`src/rtl/dm_ctrl.sv`:
```
// Data-memory controller: host load -> processor run -> host dump -> done.
// Define DM_DUMP_EN to enable the read-back dump phase.
module dm_ctrl #(
  parameter int ADDR_W = 8,
  parameter int DATA_W = 8
) (
  input  logic              clk,
  input  logic              rst_n,
  input  logic              ld_valid,
  input  logic [DATA_W-1:0] ld_data,
  input  logic              ld_last,
  output logic              ld_ready,
  input  logic              dm_en,
  input  logic [15:0]       dar,
  input  logic [15:0]       bus_in,
  input  logic              end_process,
  output logic [DATA_W-1:0] dm_out,
  output logic [1:0]        status,
  output logic              rd_valid,
  output logic [DATA_W-1:0] rd_data,
  input  logic              rd_ready
);

  localparam int DEPTH = 2 ** ADDR_W;

  typedef enum logic [1:0] {
    S_LOAD = 2'b00,
    S_RUN  = 2'b01,
    S_DUMP = 2'b10,
    S_DONE = 2'b11
  } state_t;

  state_t state, state_nx;

  logic [DATA_W-1:0] mem [DEPTH];
  logic [ADDR_W-1:0] ld_addr;
  logic [ADDR_W-1:0] ra;
  logic              run;
  logic              ld_hs;
  logic              ld_end;
  logic              rd_hs;
  logic              unused_ok;

  assign ra       = dar[ADDR_W-1:0];
  assign run      = (state == S_RUN);
  assign ld_ready = (state == S_LOAD);
  assign status   = state;
  assign ld_hs    = ld_valid & ld_ready;
  assign ld_end   = ld_hs & (ld_last | (&ld_addr));

  always_ff @(posedge clk or negedge rst_n) begin
    if (!rst_n) state <= S_LOAD;
    else        state <= state_nx;
  end

  always_comb begin
    state_nx = state;
    case (state)
      S_LOAD: if (ld_end) state_nx = S_RUN;
`ifdef DM_DUMP_EN
      S_RUN:  if (end_process) state_nx = S_DUMP;
`else
      S_RUN:  if (end_process) state_nx = S_DONE;
`endif
      S_DUMP: if (rd_hs && (&dump_addr_q())) state_nx = S_DONE;
      S_DONE: state_nx = S_DONE;
      default: state_nx = S_LOAD;
    endcase
  end

  // RAM is intentionally not reset so contents survive rst_n
  always_ff @(posedge clk) begin
    if (ld_hs)
      mem[ld_addr] <= ld_data;
    else if (run && dm_en)
      mem[ra] <= bus_in[DATA_W-1:0];
  end

  always_ff @(posedge clk or negedge rst_n) begin
    if (!rst_n)     ld_addr <= '0;
    else if (ld_hs) ld_addr <= ld_addr + 1'b1;
  end

  always_ff @(posedge clk or negedge rst_n) begin
    if (!rst_n)   dm_out <= '0;
    else if (run) dm_out <= mem[ra];
  end

`ifdef DM_DUMP_EN
  typedef enum logic [1:0] {
    P_PRIME   = 2'd0,
    P_FETCH   = 2'd1,
    P_PRESENT = 2'd2
  } phase_t;

  phase_t            ph;
  logic [ADDR_W-1:0] dump_addr;

  function automatic logic [ADDR_W-1:0] dump_addr_q();
    return dump_addr;
  endfunction

  assign rd_hs     = (state == S_DUMP) & rd_valid & rd_ready;
  assign unused_ok = ^{dar[15:ADDR_W], bus_in[15:DATA_W]};

  // One priming cycle after entry, then FETCH/PRESENT per byte
  always_ff @(posedge clk or negedge rst_n) begin
    if (!rst_n) begin
      dump_addr <= '0;
      ph        <= P_PRIME;
      rd_valid  <= 1'b0;
      rd_data   <= '0;
    end else if (run && end_process) begin
      dump_addr <= '0;
      ph        <= P_PRIME;
    end else if (state == S_DUMP) begin
      case (ph)
        P_PRIME: ph <= P_FETCH;
        P_FETCH: begin
          rd_data  <= mem[dump_addr];
          rd_valid <= 1'b1;
          ph       <= P_PRESENT;
        end
        P_PRESENT: if (rd_ready) begin
          rd_valid  <= 1'b0;
          dump_addr <= dump_addr + 1'b1;
          ph        <= P_FETCH;
        end
        default: ph <= P_PRIME;
      endcase
    end
  end
`else
  function automatic logic [ADDR_W-1:0] dump_addr_q();
    return '0;
  endfunction

  assign rd_hs     = 1'b0;
  assign rd_valid  = 1'b0;
  assign rd_data   = '0;
  assign unused_ok = ^{dar[15:ADDR_W], bus_in[15:DATA_W], rd_ready};
`endif

endmodule
```
`config.mk`:
```
export PLATFORM = sky130hd
export DESIGN_NAME = dm_ctrl
export DESIGN_NICKNAME = d
export VERILOG_FILES = /design/src/rtl/dm_ctrl.sv
export SDC_FILE = /design/constraint.sdc
export NUM_CORES = 2
export LEC_CHECK = 0
export ABC_AREA = 1
export ABC_CLOCK_PERIOD_IN_PS = 4720
export CAP_MARGIN = 30
export CORE_MARGIN = 2
export CORE_UTILIZATION = 25
export DETAILED_ROUTE_END_ITERATION = 10
export GPL_TIMING_DRIVEN = 0
export SLEW_MARGIN = 10
export SYNTH_ARGS = -nofsm -noshare
export SYNTH_HDL_FRONTEND = slang
export SYNTH_SLANG_ARGS = --single-unit
```
`constraint.sdc`:
```
create_clock -name clk -period 4.72 [get_ports clk]
set_input_delay 0.944 -clock clk [delete_from_list [all_inputs] [get_ports clk]]
set_output_delay 0.944 -clock clk [all_outputs]
set_load 0.01 [all_outputs]
```
* Word-level counts from Yosys, hierarchy flattened
Memories as Yosys holds them, arrays and structs flattened. A register that Yosys moved wholly into a read port is not among the register bits. Cells that the tools add are included.
Word-level totals: register bits after elaboration 10, RAM bits 2048, memory bits (read-only) 0, logic and storage cells 29, latch bits 0, memories kept 1, output and inout port bits 20
Operators by class: shift-type cells 0, bitwise logic cells 3, divide/modulo/power cells 0, add/sub/neg operators 1, reduce and logical (&&, ||, !) cells 7, mux-type cells 11, equal/unequal tests 4, $lt $le $gt $ge 0, multipliers 0
Memories:
- mem | words 256, width 8, rd ports 1, clocked after memory_dff 1, wr ports 1, line 35 | logic [DATA_W-1:0] mem [DEPTH];
Operators with widths (count):
- $mux 8 | 2
- $add 8x1->8 const B | 1
- $reduce_and 8->1 | 1
- $reduce_or 8->1 | 1
- $mux 1 | 6
- $pmux 2 s3 | 1
- $mux 2 | 2
- $reduce_and 3->1 | 1
- $reduce_bool 3->1 | 1
- $and 1x1->1 | 2
- $eq 2x1->1 const B | 1
- $eq 2x2->1 const B | 1
- $logic_not 2->1 | 1
- $ne 2x1->1 const B | 1
- $ne 2x2->1 const B | 1
- $logic_and 1x1->1 | 1
- $logic_not 1->1 | 1
- $or 1x1->1 | 1

* Logic depth before layout (Yosys ltp)
depth in word-level cells 7, mapped depth 15

* Least setup slack after synthesis
OpenSTA, ideal clock, no wires.
kind input to register, start point input dm_en, end point memory mem[0][0], data pin, arrival 3081 ps, path slack 1083 ps, stages on the path 3, required time 4164 ps, buffers on the path 1, path through nand2_4 > buf_4 > mux2_2
Between the ends: word-level cells in the longest chain between the ends 6
Ends and longest elaborated chain:
- start, declared | line 13 | input logic dm_en,
- $logic_and 1x1->1 | line 75 | else if (run && dm_en)
- $mux 1 | line 75
- $mux 1 | line 73 | if (ld_hs)
- $mux 1 (implied by the code) | line 76 | mem[ra] <= bus_in[DATA_W-1:0];
- $reduce_or 8->1 (no line)
- $mux 8 (no line)
- end, declared | line 35
Every way passes these cells.

==> Implementation_results.wiki <==
{| class="wikitable"
! Metric !! Value
|-
| Number of fill cells in the layout || 34.1k
|-
| Main area contributors after synthesis || sky130_fd_sc_hd__edfxtp_1, sky130_fd_sc_hd__nand3_1, sky130_fd_sc_hd__nand2_1
|-
| Yosys warns || 0
|-
| Critical Path End Type || flip-flop
|-
| Average detailed-routed wire length per instance || 30.5 µm
|-
| I/O pin count || 67
|-
| Total number of clock tree sinks || 2066
|-
| Initial Utilization || 25.1%
|-
| Routed via count || 63.7k
|-
| Path type of the worst setup path || in2reg
|-
| All-Layer GR Usage || 20.9%
|-
| PostCTS Resize Cnt || 0
|-
| Power density of the placed cells || 399 nW/µm²
|-
| CTS Root Cell || sky130_fd_sc_hd__clkbuf_16
|-
| Outcome || complete, no violations
|-
| Minimum setup slack in the final design || 0.381 ns
|-
| Final GP Congestion || 1.03
|-
| Fraction of final layout cells sized beyond drive strength 1 || 11.5%
|-
| NumNets Final || 7579
|-
| Floorplan core area || 336000 µm²
|-
| Die Span Y || 584 µm
|-
| Htree depth || 4
|-
| Quantity of I/O buffers inserted on ports || 34
|-
| CP Cell Sequence || clkdlybuf4s50_1 -> inv_1 -> clkbuf_1 -> buf_8 -> clkbuf_1 -> buf_8 -> nand3_1 -> nand3_1 -> nand3_1 -> nand3_1 -> nand3_1 -> nand3_1 -> nand2_1
|-
| Worst R2R Start || status[1]
|-
| Tightest hold margin || 0.102 ns
|-
| Total Die Area || 341000 µm²
|-
| Number of global-route vias before repair || 57.3k
|-
| Synth unique cells || 30
|-
| Area share of the largest cell type after synthesis || 73.1%
|-
| Maximum clock insertion buffer count || 3
|-
| Unrepaired setup endpoints after global routing || false
|-
| Hold buffers post-CTS || 0
|-
| Worst-Skew Late Latency || 0.90 ns
|-
| Maximum number of pins on one net before global-route repair || 140
|-
| Mean area per synthesized cell || 11.9 µm²
|-
| Nature of the critical path startpoint || input port
|-
| Cell mode on critical path || sky130_fd_sc_hd__nand3_1
|-
| First drt pass iteration count || 7
|-
| Register-to-register setup slack || 0.70 ns
|-
| Post-layout total power || 39500 µW
|-
| Post-detailed-route via-to-cell ratio || 5.26
|-
| Slew margin rel. || 22.2%
|-
| Post-route DRC || 0
|-
| Leak || 0.0340 µW
|-
| CTS buffer count || 206
|-
| Final Cycle Share || 91.9%
|-
| Post-CTS setup repair buffer count || 0
|-
| Seq cells post-synth || 2066
|-
| Setup violation total in the final timing report || 0
|-
| Most area-hungry cell type in the Yosys netlist || sky130_fd_sc_hd__edfxtp_1
|-
| Final global-route overflow total || 0
|-
| Initial antenna violation count || 31
|-
| First-pass GRT wire length || 486000 µm
|-
| Pins over their slew limit || 0
|-
| CTS tree || built
|-
| Worst R2R Path Depth || 8
|-
| Number of DRC markers after the initial detailed-route iteration || 11.7k
|-
| # Max-Cap Violations || 0
|-
| Final design utilization || 29.4%
|-
| Post-synthesis sequential area ratio || 73.6%
|-
| VDD IR-drop max || 0.407 mV
|-
| Worst clock skew || 0.0544 ns
|-
| CP max stage cell || sky130_fd_sc_hd__clkbuf_1
|-
| Detailed Route WL || 369000 µm
|-
| Post-Place Worst Slack || -0.210 ns
|-
| Least-Margin Pin Slew || 1.17 ns
|-
| Mapped cell area || 84200 µm²
|-
| Antenna violation net count after detailed routing || 0
|-
| Die width || 584 µm
|-
| Class of the tightest hold or removal check || in2async
|-
| WP data arrival || 5.11 ns
|-
| Slowest Stage Delay on Critical Path || 0.65 ns
|-
| Number of cells in the finished layout apart from fillers || 12.1k
|-
| Post-CTS clock slew at the launch and capture registers of the worst setup and hold paths || 0.06 ns
|-
| Number of placement rows || 213
|-
| Area grow syn2layout || 17.5%
|-
| HPWL Detailed || 256000 µm
|-
| Required time reported for the critical path endpoint || 5.49 ns
|-
| Achievable clock frequency || 0.230 GHz
|-
| Highest fanout seen on the critical path || 9
|-
| Final Hold Viols || 0
|-
| Period minus WS final || 4.34 ns
|-
| Placed Cells || 11.7k
|-
| Mapped Cells || 7089
|-
| End of the worst register-to-register path || mem[39][2]
|}
## worst max-delay path: cells and delay by family
kind,cells,cell delay [ns]
buffers and inverters,6,2.60
and+or+nand+nor,7,1.53
## Yosys cell counts
cell and n:
sky130_fd_sc_hd__nor3_1 1, sky130_fd_sc_hd__nor2_1 281, sky130_fd_sc_hd__nand4_1 1, sky130_fd_sc_hd__nand2_1 2095, sky130_fd_sc_hd__mux2_2 8, sky130_fd_sc_hd__buf_4 12, sky130_fd_sc_hd__buf_1 62, sky130_fd_sc_hd__nand2_4 1
sky130_fd_sc_hd__nor2_4 7, sky130_fd_sc_hd__a21o_1 1, sky130_fd_sc_hd__buf_2 290, sky130_fd_sc_hd__conb_1 1, sky130_fd_sc_hd__and3_1 2, sky130_fd_sc_hd__inv_2 11, sky130_fd_sc_hd__buf_6 11, sky130_fd_sc_hd__clkbuf_1 119
sky130_fd_sc_hd__ha_1 1, sky130_fd_sc_hd__dfrtp_1 18, sky130_fd_sc_hd__edfxtp_1 2048, sky130_fd_sc_hd__o21ai_2 5, sky130_fd_sc_hd__inv_1 37, sky130_fd_sc_hd__nand3_2 1, sky130_fd_sc_hd__nor2_2 4, sky130_fd_sc_hd__o21ai_0 1
sky130_fd_sc_hd__nand3_1 2044, sky130_fd_sc_hd__xor2_1 7, sky130_fd_sc_hd__inv_4 1, sky130_fd_sc_hd__o21ai_4 3, sky130_fd_sc_hd__nor2_8 1, sky130_fd_sc_hd__nand2_2 15
## sequential cells by signal, indices dropped and copies added (netlist names)
name     cells
mem       2048
dm_out       8
ld_addr      8
status       2
## power breakdown
part           internal (µW)  switching (µW)  total [µW]
registers              20200            33.8       20200
logic                    641            2470        3120
clock network           8750            7370       16100
## final cells by class
cell class	instances	area [µm²]	share of cell area, %
flip-flops and latches	2066	61900	62.7
multi-input cells	4488	19900	20.1
well taps	4407	5510	5.58
clock buffers	268	5490	5.56
repair buffers	226	2480	2.50
plain buffers	494	2380	2.41
clock inverters	100	920	0.930
inverters	49	186	0.189
diodes	19	47.5	0.0481
## per-stage QoR
stage	area (µm²)	TNS, ns
final	98900	0
after global routing	98800	0
after CTS	98600	0
after detailed placement	92200	-2.61
after global placement	90000	-4902.91
after floorplan	84200	0
## cell families (layout without fill, tap and decap cells)
kind of cell               count (synthesis)  count (layout)  synth area share, %
adders and majority gates                  1               1               0.0149
DFF                                     2066            2066                 73.6
xor gates and xnor gates                   7               7               0.0728
and+or+nand+nor                         4453            4453                 23.1
muxes                                      8               8                0.107
buffers and inverters                    543            1137                 3.01
other                                      1              28              0.00446
AOI/OAI and AO/OA                         10              10                0.125
## worst max path at each step
| stage | cells after the start | from | to |
|---|---|---|---|
| after floorplan | 3 | dm_en | mem[0][0] |
| after global placement | 4 | dm_en | mem[228][6] |
| after detailed placement | 13 | dar[3] | dm_out[0] |
| after CTS | 13 | dar[3] | dm_out[1] |
| after global routing | 13 | dar[3] | dm_out[0] |
| final | 13 | dar[3] | dm_out[1] |
## layout by cell type, fill, tap and decap left out, types with 17 or more instances in the layout
master / netlist / final
sky130_fd_sc_hd__buf_2: 290 / 305
sky130_fd_sc_hd__clkbuf_16: 0 / 209
sky130_fd_sc_hd__nor2_2: 4 / 25
sky130_fd_sc_hd__clkinv_2: 0 / 26
sky130_fd_sc_hd__inv_1: 37 / 37
sky130_fd_sc_hd__buf_1: 62 / 48
sky130_fd_sc_hd__clkinv_1: 0 / 43
sky130_fd_sc_hd__buf_8: 0 / 35
sky130_fd_sc_hd__clkdlybuf4s50_1: 0 / 33
sky130_fd_sc_hd__nand3_1: 2044 / 2044
sky130_fd_sc_hd__edfxtp_1: 2048 / 2048
sky130_fd_sc_hd__diode_2: 0 / 19
sky130_fd_sc_hd__buf_6: 11 / 58
sky130_fd_sc_hd__clkbuf_1: 119 / 157
sky130_fd_sc_hd__clkbuf_2: 0 / 17
sky130_fd_sc_hd__dfrtp_1: 18 / 18
sky130_fd_sc_hd__nor2_1: 281 / 260
sky130_fd_sc_hd__nand2_1: 2095 / 2095
sky130_fd_sc_hd__buf_4: 12 / 109
## routing by layer
metal | part of all wire [%] | vias up | global-route usage, %
met2 | 42 | 5292 | 30.7
met1 | 36 | 31100 | 26.1
met4 | 8.3 | 22 | 14.6
met5 | 0.045 | - | 0
met3 | 14 | 1219 | 6.41
li1 | - | 26100 | -
Power figures use the tool's default switching activity.
